File: src/rtl/stall_flush_controller_if.sv
// stall_flush_controller_if
// Bundles the hazard/control-transfer inputs and the pipeline-register
// controls of stall_flush_controller.
//   master : drives i_* (hazard unit, ID stage, debug unit), observes o_*
//   slave  : the controller itself
// Signals:
//   i_hazard, i_branch_taken, i_jump, i_enable, i_clear_cnt  (to controller)
//   o_pc_we, o_ifid_we, o_ifid_flush, o_idex_bubble         (pipeline controls)
//   o_stall_cnt, o_flush_cnt [NB_CNT]                        (debug counters)
//   o_timeout                                                (sticky stall timeout)
interface stall_flush_controller_if #(
  parameter int unsigned NB_CNT = 16
);
  logic              i_hazard;
  logic              i_branch_taken;
  logic              i_jump;
  logic              i_enable;
  logic              i_clear_cnt;
  logic              o_pc_we;
  logic              o_ifid_we;
  logic              o_ifid_flush;
  logic              o_idex_bubble;
  logic [NB_CNT-1:0] o_stall_cnt;
  logic [NB_CNT-1:0] o_flush_cnt;
  logic              o_timeout;

  modport master (
    output i_hazard, i_branch_taken, i_jump, i_enable, i_clear_cnt,
    input  o_pc_we, o_ifid_we, o_ifid_flush, o_idex_bubble,
    input  o_stall_cnt, o_flush_cnt, o_timeout
  );

  modport slave (
    input  i_hazard, i_branch_taken, i_jump, i_enable, i_clear_cnt,
    output o_pc_we, o_ifid_we, o_ifid_flush, o_idex_bubble,
    output o_stall_cnt, o_flush_cnt, o_timeout
  );
endinterface

File: src/rtl/stall_flush_controller.sv
// stall_flush_controller
// Turns the hazard unit's stall request and taken branch/jump events into
// the IF/ID/EX front-end register controls: freezes PC and IF/ID and
// bubbles ID/EX on a stall, flushes IF/ID on a control transfer, counts
// stall and flush cycles, and halts the pipeline with a sticky timeout
// when a stall runs longer than MAX_STALL consecutive cycles.
// Ports:
//   i_clock  rising-edge clock
//   i_reset  asynchronous active-low reset
//   bus      stall_flush_controller_if.slave (events in, controls/counters out)
module stall_flush_controller #(
  parameter int unsigned NB_CNT    = 16,
  parameter int unsigned NB_RUN    = 3,
  parameter int unsigned MAX_STALL = 3
) (
  input  logic                      i_clock,
  input  logic                      i_reset,
  stall_flush_controller_if.slave   bus
);

  typedef enum logic [1:0] {
    RUN   = 2'd0,
    STALL = 2'd1,
    FLUSH = 2'd2,
    HALT  = 2'd3
  } state_t;

  localparam logic [NB_RUN-1:0] MAX_RUN = NB_RUN'(MAX_STALL);

  state_t            state;
  logic [NB_RUN-1:0] run;
  logic [NB_CNT-1:0] stall_cnt;
  logic [NB_CNT-1:0] flush_cnt;
  logic              timeout;

  logic stall;
  logic xfer;
  logic pc_we;

  // Events and controls are combinational so a stall or flush acts on the
  // same edge as its cause. Gating with i_reset keeps every control low
  // while reset is held, even though the state already reads RUN.
  always_comb begin
    stall = 1'b0;
    xfer  = 1'b0;
    pc_we = 1'b0;
    if (i_reset) begin
      stall = bus.i_enable & bus.i_hazard & (state != HALT);
      // Hazard wins: a taken branch with unready operands waits out the
      // stall and flushes on the first clean cycle. In FLUSH the ID slot
      // holds the injected NOP, so its branch/jump inputs are stale.
      xfer  = bus.i_enable & ~bus.i_hazard
            & (bus.i_branch_taken | bus.i_jump)
            & (state != FLUSH) & (state != HALT);
      pc_we = bus.i_enable & ~stall & (state != HALT);
    end
  end

  assign bus.o_pc_we       = pc_we;
  assign bus.o_ifid_we     = pc_we;
  assign bus.o_idex_bubble = stall;
  assign bus.o_ifid_flush  = xfer;
  assign bus.o_stall_cnt   = stall_cnt;
  assign bus.o_flush_cnt   = flush_cnt;
  assign bus.o_timeout     = timeout;

  always_ff @(posedge i_clock or negedge i_reset) begin
    if (!i_reset) begin
      state     <= RUN;
      run       <= '0;
      stall_cnt <= '0;
      flush_cnt <= '0;
      timeout   <= 1'b0;
    end else begin
      // Event counters: saturating, clear takes priority over increment.
      if (bus.i_clear_cnt) begin
        stall_cnt <= '0;
        flush_cnt <= '0;
      end else begin
        if (stall && (stall_cnt != '1)) stall_cnt <= stall_cnt + 1'b1;
        if (xfer  && (flush_cnt != '1)) flush_cnt <= flush_cnt + 1'b1;
      end

      // State only moves while the debug unit lets the pipeline advance.
      if (bus.i_enable) begin
        unique case (state)
          RUN: begin
            if (stall) begin
              state <= STALL;
              run   <= NB_RUN'(1);
            end else if (xfer) begin
              state <= FLUSH;
            end
          end
          STALL: begin
            if (stall) begin
              if (run == MAX_RUN) begin
                state   <= HALT;
                timeout <= 1'b1;
              end else begin
                run <= run + 1'b1;
              end
            end else begin
              run   <= '0;
              state <= xfer ? FLUSH : RUN;
            end
          end
          FLUSH: begin
            if (stall) begin
              state <= STALL;
              run   <= NB_RUN'(1);
            end else begin
              state <= RUN;
            end
          end
          HALT: begin
            state <= HALT;
          end
          default: begin
            state <= RUN;
          end
        endcase
      end
    end
  end

endmodule
File: src/flat_wrapper.sv
// flat-port wrapper written by rule: the top's interface ports become plain ports
module stall_flush_controller_flat 
#(
  parameter int unsigned NB_CNT    = 16,
  parameter int unsigned NB_RUN    = 3,
  parameter int unsigned MAX_STALL = 3
)
  (i_clock, i_reset, bus_i_hazard, bus_i_branch_taken, bus_i_jump, bus_i_enable, bus_i_clear_cnt, bus_o_pc_we, bus_o_ifid_we, bus_o_ifid_flush, bus_o_idex_bubble, bus_o_stall_cnt, bus_o_flush_cnt, bus_o_timeout);
  stall_flush_controller_if #(.NB_CNT(NB_CNT)) bus_i ();
  input  logic i_clock;
  input  logic i_reset;
  input wire logic [$bits(bus_i.i_hazard)-1:0] bus_i_hazard;
  input wire logic [$bits(bus_i.i_branch_taken)-1:0] bus_i_branch_taken;
  input wire logic [$bits(bus_i.i_jump)-1:0] bus_i_jump;
  input wire logic [$bits(bus_i.i_enable)-1:0] bus_i_enable;
  input wire logic [$bits(bus_i.i_clear_cnt)-1:0] bus_i_clear_cnt;
  output wire logic [$bits(bus_i.o_pc_we)-1:0] bus_o_pc_we;
  output wire logic [$bits(bus_i.o_ifid_we)-1:0] bus_o_ifid_we;
  output wire logic [$bits(bus_i.o_ifid_flush)-1:0] bus_o_ifid_flush;
  output wire logic [$bits(bus_i.o_idex_bubble)-1:0] bus_o_idex_bubble;
  output wire logic [$bits(bus_i.o_stall_cnt)-1:0] bus_o_stall_cnt;
  output wire logic [$bits(bus_i.o_flush_cnt)-1:0] bus_o_flush_cnt;
  output wire logic [$bits(bus_i.o_timeout)-1:0] bus_o_timeout;
  assign bus_i.i_hazard = bus_i_hazard;
  assign bus_i.i_branch_taken = bus_i_branch_taken;
  assign bus_i.i_jump = bus_i_jump;
  assign bus_i.i_enable = bus_i_enable;
  assign bus_i.i_clear_cnt = bus_i_clear_cnt;
  assign bus_o_pc_we = bus_i.o_pc_we;
  assign bus_o_ifid_we = bus_i.o_ifid_we;
  assign bus_o_ifid_flush = bus_i.o_ifid_flush;
  assign bus_o_idex_bubble = bus_i.o_idex_bubble;
  assign bus_o_stall_cnt = bus_i.o_stall_cnt;
  assign bus_o_flush_cnt = bus_i.o_flush_cnt;
  assign bus_o_timeout = bus_i.o_timeout;
  stall_flush_controller #(.NB_CNT(NB_CNT), .NB_RUN(NB_RUN), .MAX_STALL(MAX_STALL)) u_core (.i_clock(i_clock), .i_reset(i_reset), .bus(bus_i));
endmodule
File: config.mk
export PLATFORM = sky130hd
export DESIGN_NAME = stall_flush_controller_flat
export DESIGN_NICKNAME = d
export VERILOG_FILES = /design/src/rtl/stall_flush_controller_if.sv /design/src/rtl/stall_flush_controller.sv /design/src/flat_wrapper.sv
export SDC_FILE = /design/constraint.sdc
export NUM_CORES = 1
export LEC_CHECK = 0
export CAP_MARGIN = 20
export CELL_PAD_IN_SITES_DETAIL_PLACEMENT = 1
export CELL_PAD_IN_SITES_GLOBAL_PLACEMENT = 2
export CORE_MARGIN = 2
export CORE_UTILIZATION = 35
export DETAILED_ROUTE_END_ITERATION = 10
export DONT_BUFFER_PORTS = 1
export PLACE_DENSITY = 0.76
export SETUP_SLACK_MARGIN = 0.1
export SYNTH_ARGS = -nofsm -noshare
export SYNTH_HDL_FRONTEND = slang
export SYNTH_SLANG_ARGS = --single-unit
File: constraint.sdc
create_clock -name i_clock -period 2.05 [get_ports i_clock]
set_clock_uncertainty 0.05 [all_clocks]
set_input_delay 0.615 -clock i_clock [delete_from_list [all_inputs] [get_ports i_clock]]
set_output_delay 0.615 -clock i_clock [all_outputs]
set_load 0.02 [all_outputs]
## Yosys cells after proc, flatten, opt, wreduce, memory -nomap -nowiden

Cells that the tools add are included.

- Word-level logic and storage cells: 59
- Output and inout bits: 37
- Input bits: 7
- Register bits: 38

- Reduce and logical (&&, ||, !) cells: 10
- $add $sub $neg: 3
- Multiplexer cells: 18
- Eq/ne operators: 12
- Bitwise gates (word level): 11

Operators with widths:

| cell | number |
|---|---|
| $mux W16 | 4 |
| $add A16 B1 Y16 const B | 2 |
| $ne A16 B16 Y1 const B | 2 |
| $mux W2 | 5 |
| $mux W3 | 3 |
| $and A1 B1 Y1 | 8 |
| $pmux W2 S4 | 1 |
| $reduce_and A4 Y1 | 2 |
| $ne A3 B3 Y1 const B | 2 |
| $pmux W3 S2 | 1 |
| $reduce_bool A2 Y1 | 3 |
| $eq A2 B2 Y1 const B | 2 |
| $mux W1 | 4 |
| $ne A2 B2 Y1 const B | 2 |
| $add A3 B1 Y3 const B | 1 |
| $eq A3 B2 Y1 const B | 1 |
| $ne A3 B1 Y1 const B | 1 |
| $reduce_and A3 Y1 | 1 |
| $eq A2 B1 Y1 const B | 1 |
| $logic_and A1 B1 Y1 | 2 |
| $logic_not A2 Y1 | 1 |
| $ne A2 B1 Y1 const B | 1 |
| $not A1 Y1 | 2 |
| $reduce_or A2 Y1 | 1 |
| $or A1 B1 Y1 | 1 |

## Logic depth before layout (Yosys ltp)

- Depth after elaboration: 9
- Depth in mapped cells: 6
- Mapped depth without buffers: 6

## Worst setup path before layout

OpenSTA, ideal clock, no wires.

- Path type: input to register
- Start point: input port bus_i_hazard
- End point: register u_core.flush_cnt[13], in the netlist u_core.bus.o_flush_cnt[13]
- Path buffers: 1
- Required time: 1.922 ns
- Arrival: 2.123 ns
- Slack: -0.201 ns
- Stages on the path: 5
- Library setup time: 0.078 ns
- Cell sequence: and4bb_1 -> or4b_4 -> buf_6 -> or4_1 -> a21oi_1

- Word-level cells in the longest chain between the ends: 8

Ends and longest elaborated chain:

| item | RTL line | source |
|---|---|---|
| start: declaration | flat_wrapper.sv:12 | `input wire logic [$bits(bus_i.i_hazard)-1:0] bus_i_hazard;` |
| $not A1 Y1 | stall_flush_controller.sv:52 | `xfer = bus.i_enable & ~bus.i_hazard` |
| $and A1 B1 Y1 | stall_flush_controller.sv:52 |  |
| $and A1 B1 Y1 | stall_flush_controller.sv:53 | `& (bus.i_branch_taken \| bus.i_jump)` |
| $and A1 B1 Y1 (2 in series) | stall_flush_controller.sv:54 | `& (state != FLUSH) & (state != HALT);` |
| $mux W1 | stall_flush_controller.sv:47 | `if (i_reset) begin` |
| $logic_and A1 B1 Y1 | stall_flush_controller.sv:81 | `if (xfer && (flush_cnt != '1)) flush_cnt <= flush_cnt + 1'b1;` |
| $reduce_bool A2 Y1 (no source line) | - |  |
| end signal: assignment | stall_flush_controller.sv:81 |  |
| end: declaration | stall_flush_controller.sv:33 | `logic [NB_CNT-1:0] flush_cnt;` |

Every way passes these cells.
A chain may end at the register's enable or synchronous reset.

## Worst setup path after layout

- Start point: register u_core.state[1]
- End point: output port bus_o_idex_bubble

- Word-level cells in the longest chain between the ends: 3

Ends and longest elaborated chain:

| item | RTL line | source |
|---|---|---|
| start: declaration | stall_flush_controller.sv:30 | `state_t state;` |
| start signal: assignment | stall_flush_controller.sv:105 | `state <= xfer ? FLUSH : RUN;` |
| $ne A2 B2 Y1 | stall_flush_controller.sv:48 | `stall = bus.i_enable & bus.i_hazard & (state != HALT);` |
| $and A1 B1 Y1 | stall_flush_controller.sv:48 |  |
| $mux W1 | stall_flush_controller.sv:47 |  |
| end: declaration | flat_wrapper.sv:20 | `output wire logic [$bits(bus_i.o_idex_bubble)-1:0] bus_o_idex_bubble;` |

Every way passes these cells.

==> impl_metrics.ini <==
[timing]
post-route-min-period_ps = 2060
worstMarginPinSlew_ps = 495
fin_ws_ps = -13.8
timing.final.crit_share_pct = 101
grt_setup_unrepaired = yes
hold_violations = 38
max_freq_mhz = 485
relSlewSlack_pct = 66.1
hold_slack_ps = -40.6
drv_slew = 0
setup_viol = 1

[run_status]
status = finished, violations left
violations = negative hold slack, negative setup slack

[floorplanning]
die_x_um = 83.7
dieArea_um2 = 7010
core_area_um2 = 6240
start_util_pct = 35.6
fp.dieH_um = 83.7
ios = 44
rows = 29

[critical_path]
required_ps = 1380
end_kind = primary output
r2r_cells = 4
start_kind = flop
crit_start = u_core.state[1]
cp.arrival_ps = 1400
critPathMaxFanout = 4
r2r-end = u_core.bus.o_flush_cnt[15]
reg2reg_from = u_core.state[1]
r2r_slack_ps = 10
crit_type = flop to primary output

[clock_tree]
clockBufferDepth = 2
insertion_delay_ps = 290
cts-root-buf = clkbuf_8
clkSlewWorstSetupHoldPaths_ps = 80
numCtsBuffers = 5
cts_sinks = 38
cts_tree = yes
h-tree-depth = 2

[cells_and_area]
syn_to_final_growth_pct = 38.5
final_util_pct = 49.4
register_area_um2 = 951
n_fill_cell = 719
multiInputGateArea_um2 = 1420
drive_above_1_share_pct = 40.4
nets = 309
antenna_cells = 0

[synth]
yosysWarnings = 0
synth_area_um2 = 2220
synth_top_area_share_pct = 42.7
synth_top_area_cell = dfrtp_1
synth_area_per_cell_um2 = 9.35
synth-edff-count = 0
syn_inst = 238
ys_ff_latch = 38
synth-main-ff-cell = dfrtp_1
ys_top_cells_by_area = dfrtp_1 (43%), mux2_2 (5.6%), a21oi_1 (4.0%), or4_1 (4.0%), o31ai_1 (3.7%)
synth_seq_area_share_pct = 42.7
synth_cell_types = 45
syn_nets = 249
async_flop_share_pct = 100

[pwr]
power_mw = 1.29
seqPwrFrac_pct = 57.9
swShare_pct = 21.4
clockPowerShare_pct = 40.8
p_leak_nw = 1.29
powerDensity_nw_per_um2 = 420
internal_power_mw = 1.02
combPwrFrac_pct = 1.3
peakVddDrop_mv = 0.251
power.switching_mw = 0.277

[drt]
ant_nets = 0
wl_per_cell_um = 18.4
drc = 0
via_count = 2167
first_pass_iters = 4
wl_mm = 6.89
via_per_inst = 5.79
drt_iter0_drc = 80

[flow_run]
cap_viol_max_count = 0

[grt]
grt_pass1_wl_mm = 11.3
globalRouteOverflowTotal = 0
grt_max_degree = 43
antenna_found_initial = 0
grt_pass1_vias = 2222
grt_usage_pct = 19.8

[min_path]
hold_class = input pin to asynchronous set/reset pin

[place]
globalplace.congestion = 0.765
pre_cts_ws_ps = -211
port_buffers = 0
hpwl_mm = 4.52
-- synthesized netlist by cell type (2+ instances only) --
cell       number
a211oi_1        2
and4_1          3
a2111oi_0       2
and3_1          2
or3_1           2
nor4_1          6
nand2_1        18
mux2_2         11
o21ai_0         6
o41ai_1         4
o31ai_1        11
dfrtp_1        38
nor2_1         15
a22o_1          2
mux2i_1         2
nor4b_1         2
nor3_1          5
a21oi_1        18
ha_1            4
o311ai_0        2
or2_2           5
inv_1          11
clkbuf_1        8
or4_1          12
nand3_1         8
nor2b_1        10
nand4_1        11
-- area by class of cell --
class | count | area share, %
Inverter | 11 | 1.62
Sequential cell | 38 | 30.9
Tap cell | 77 | 3.13
Clock buffer | 6 | 2.68
Multi-Input combinational cell | 181 | 46.0
Timing Repair Buffer | 61 | 15.7
-- layout by cell type, fill, tap and decap left out, types with 3 or more instances in the layout --
master and instances:
dfrtp_1 38, mux2_2 9, nor3_1 3, ha_1 4, o21ai_0 4, a21oi_2 7
buf_4 54, nor2_1 15, o41ai_1 3, or4_4 6, and4_1 3, clkbuf_8 6
or2_2 5, buf_6 7, a21oi_1 11, inv_1 9, nor2b_1 10, nand2_1 16
o31ai_1 8, nand4_1 11, or4_1 6, nand3_1 8
-- per-layer routing --
layer | vias to the layer above | GRT usage (%) | wire (µm)
li1 | 1028 | - | -
met3 | 4 | 4.65 | 237
met1 | 1100 | 26.6 | 3250
met4 | 0 | 4.84 | 47
met5 | - | 0 | 0
met2 | 35 | 32.3 | 3350
-- worst max-delay path, stage by stage, from the launching register on --
cell and delay (ps):
dfrtp_1 390, buf_6 130, nand2_4 50, nand4_1 210, buf_6 210, clkinvlp_4 140
-- cells by family after synthesis --
group / Yosys count / synth area share, %
AO/OA/AOI/OAI: 55 / 16.8
adder cells (fa/ha/maj): 4 / 2.25
buffers and inverters: 21 / 4.05
flip-flops: 38 / 42.7
multiplexers: 13 / 6.47
AND/OR/NAND/NOR: 107 / 27.7
-- state kept, by name, summed over array words and instances, names as in the netlist --
| register | cells |
|---|---|
| u_core.state | 2 |
| u_core.bus.o_stall_cnt | 16 |
| u_core.run | 3 |
| u_core.bus.o_flush_cnt | 16 |
| u_core.bus.o_timeout | 1 |
-- timing repair --
item,in CTS,in global routing
resized for setup,18,29
endpoints found under the setup margin,12,14
gates cloned,1,1
buffers inserted,4,9
endpoints found under the hold margin,38,38
pin swaps,10,13
-- how the worst max path moves through the flow --
| stage | slack, ps | depth (start not counted) | end |
|---|---|---|---|
| finish | -10 | 5 | bus_o_idex_bubble |
| global route | -100 | 5 | bus_o_idex_bubble |
| floorplan | -130 | 5 | u_core.bus.o_flush_cnt[12] |
| global placement | -180 | 4 | u_core.bus.o_flush_cnt[15] |
| detailed placement | -210 | 4 | u_core.bus.o_flush_cnt[15] |
| CTS | -20 | 5 | bus_o_idex_bubble |
-- power groups by stage --
stage          sequential (mW)  clock (mW)  combinational [mW]
2_1_floorplan            0.764           0              0.0206
3_3_place_gp             0.764           0              0.0144
3_5_place_dp             0.764           0              0.0149
4_1_cts                  0.749       0.543              0.0152
5_1_grt                  0.749       0.578              0.0191
6_report                 0.749       0.528              0.0164
-- stage by stage --
step                area [µm²]  instances  hold WS (ps)  TNS (ps)
floorplan                 2290        238           269      -410
global placement          2690        353           271      -684
detailed placement        2690        353           271      -901
CTS                       2880        364         -48.1     -19.0
global route              3080        374         -61.3      -289
finish                    3080        374         -40.6     -13.8
Power figures use the tool's default switching activity.
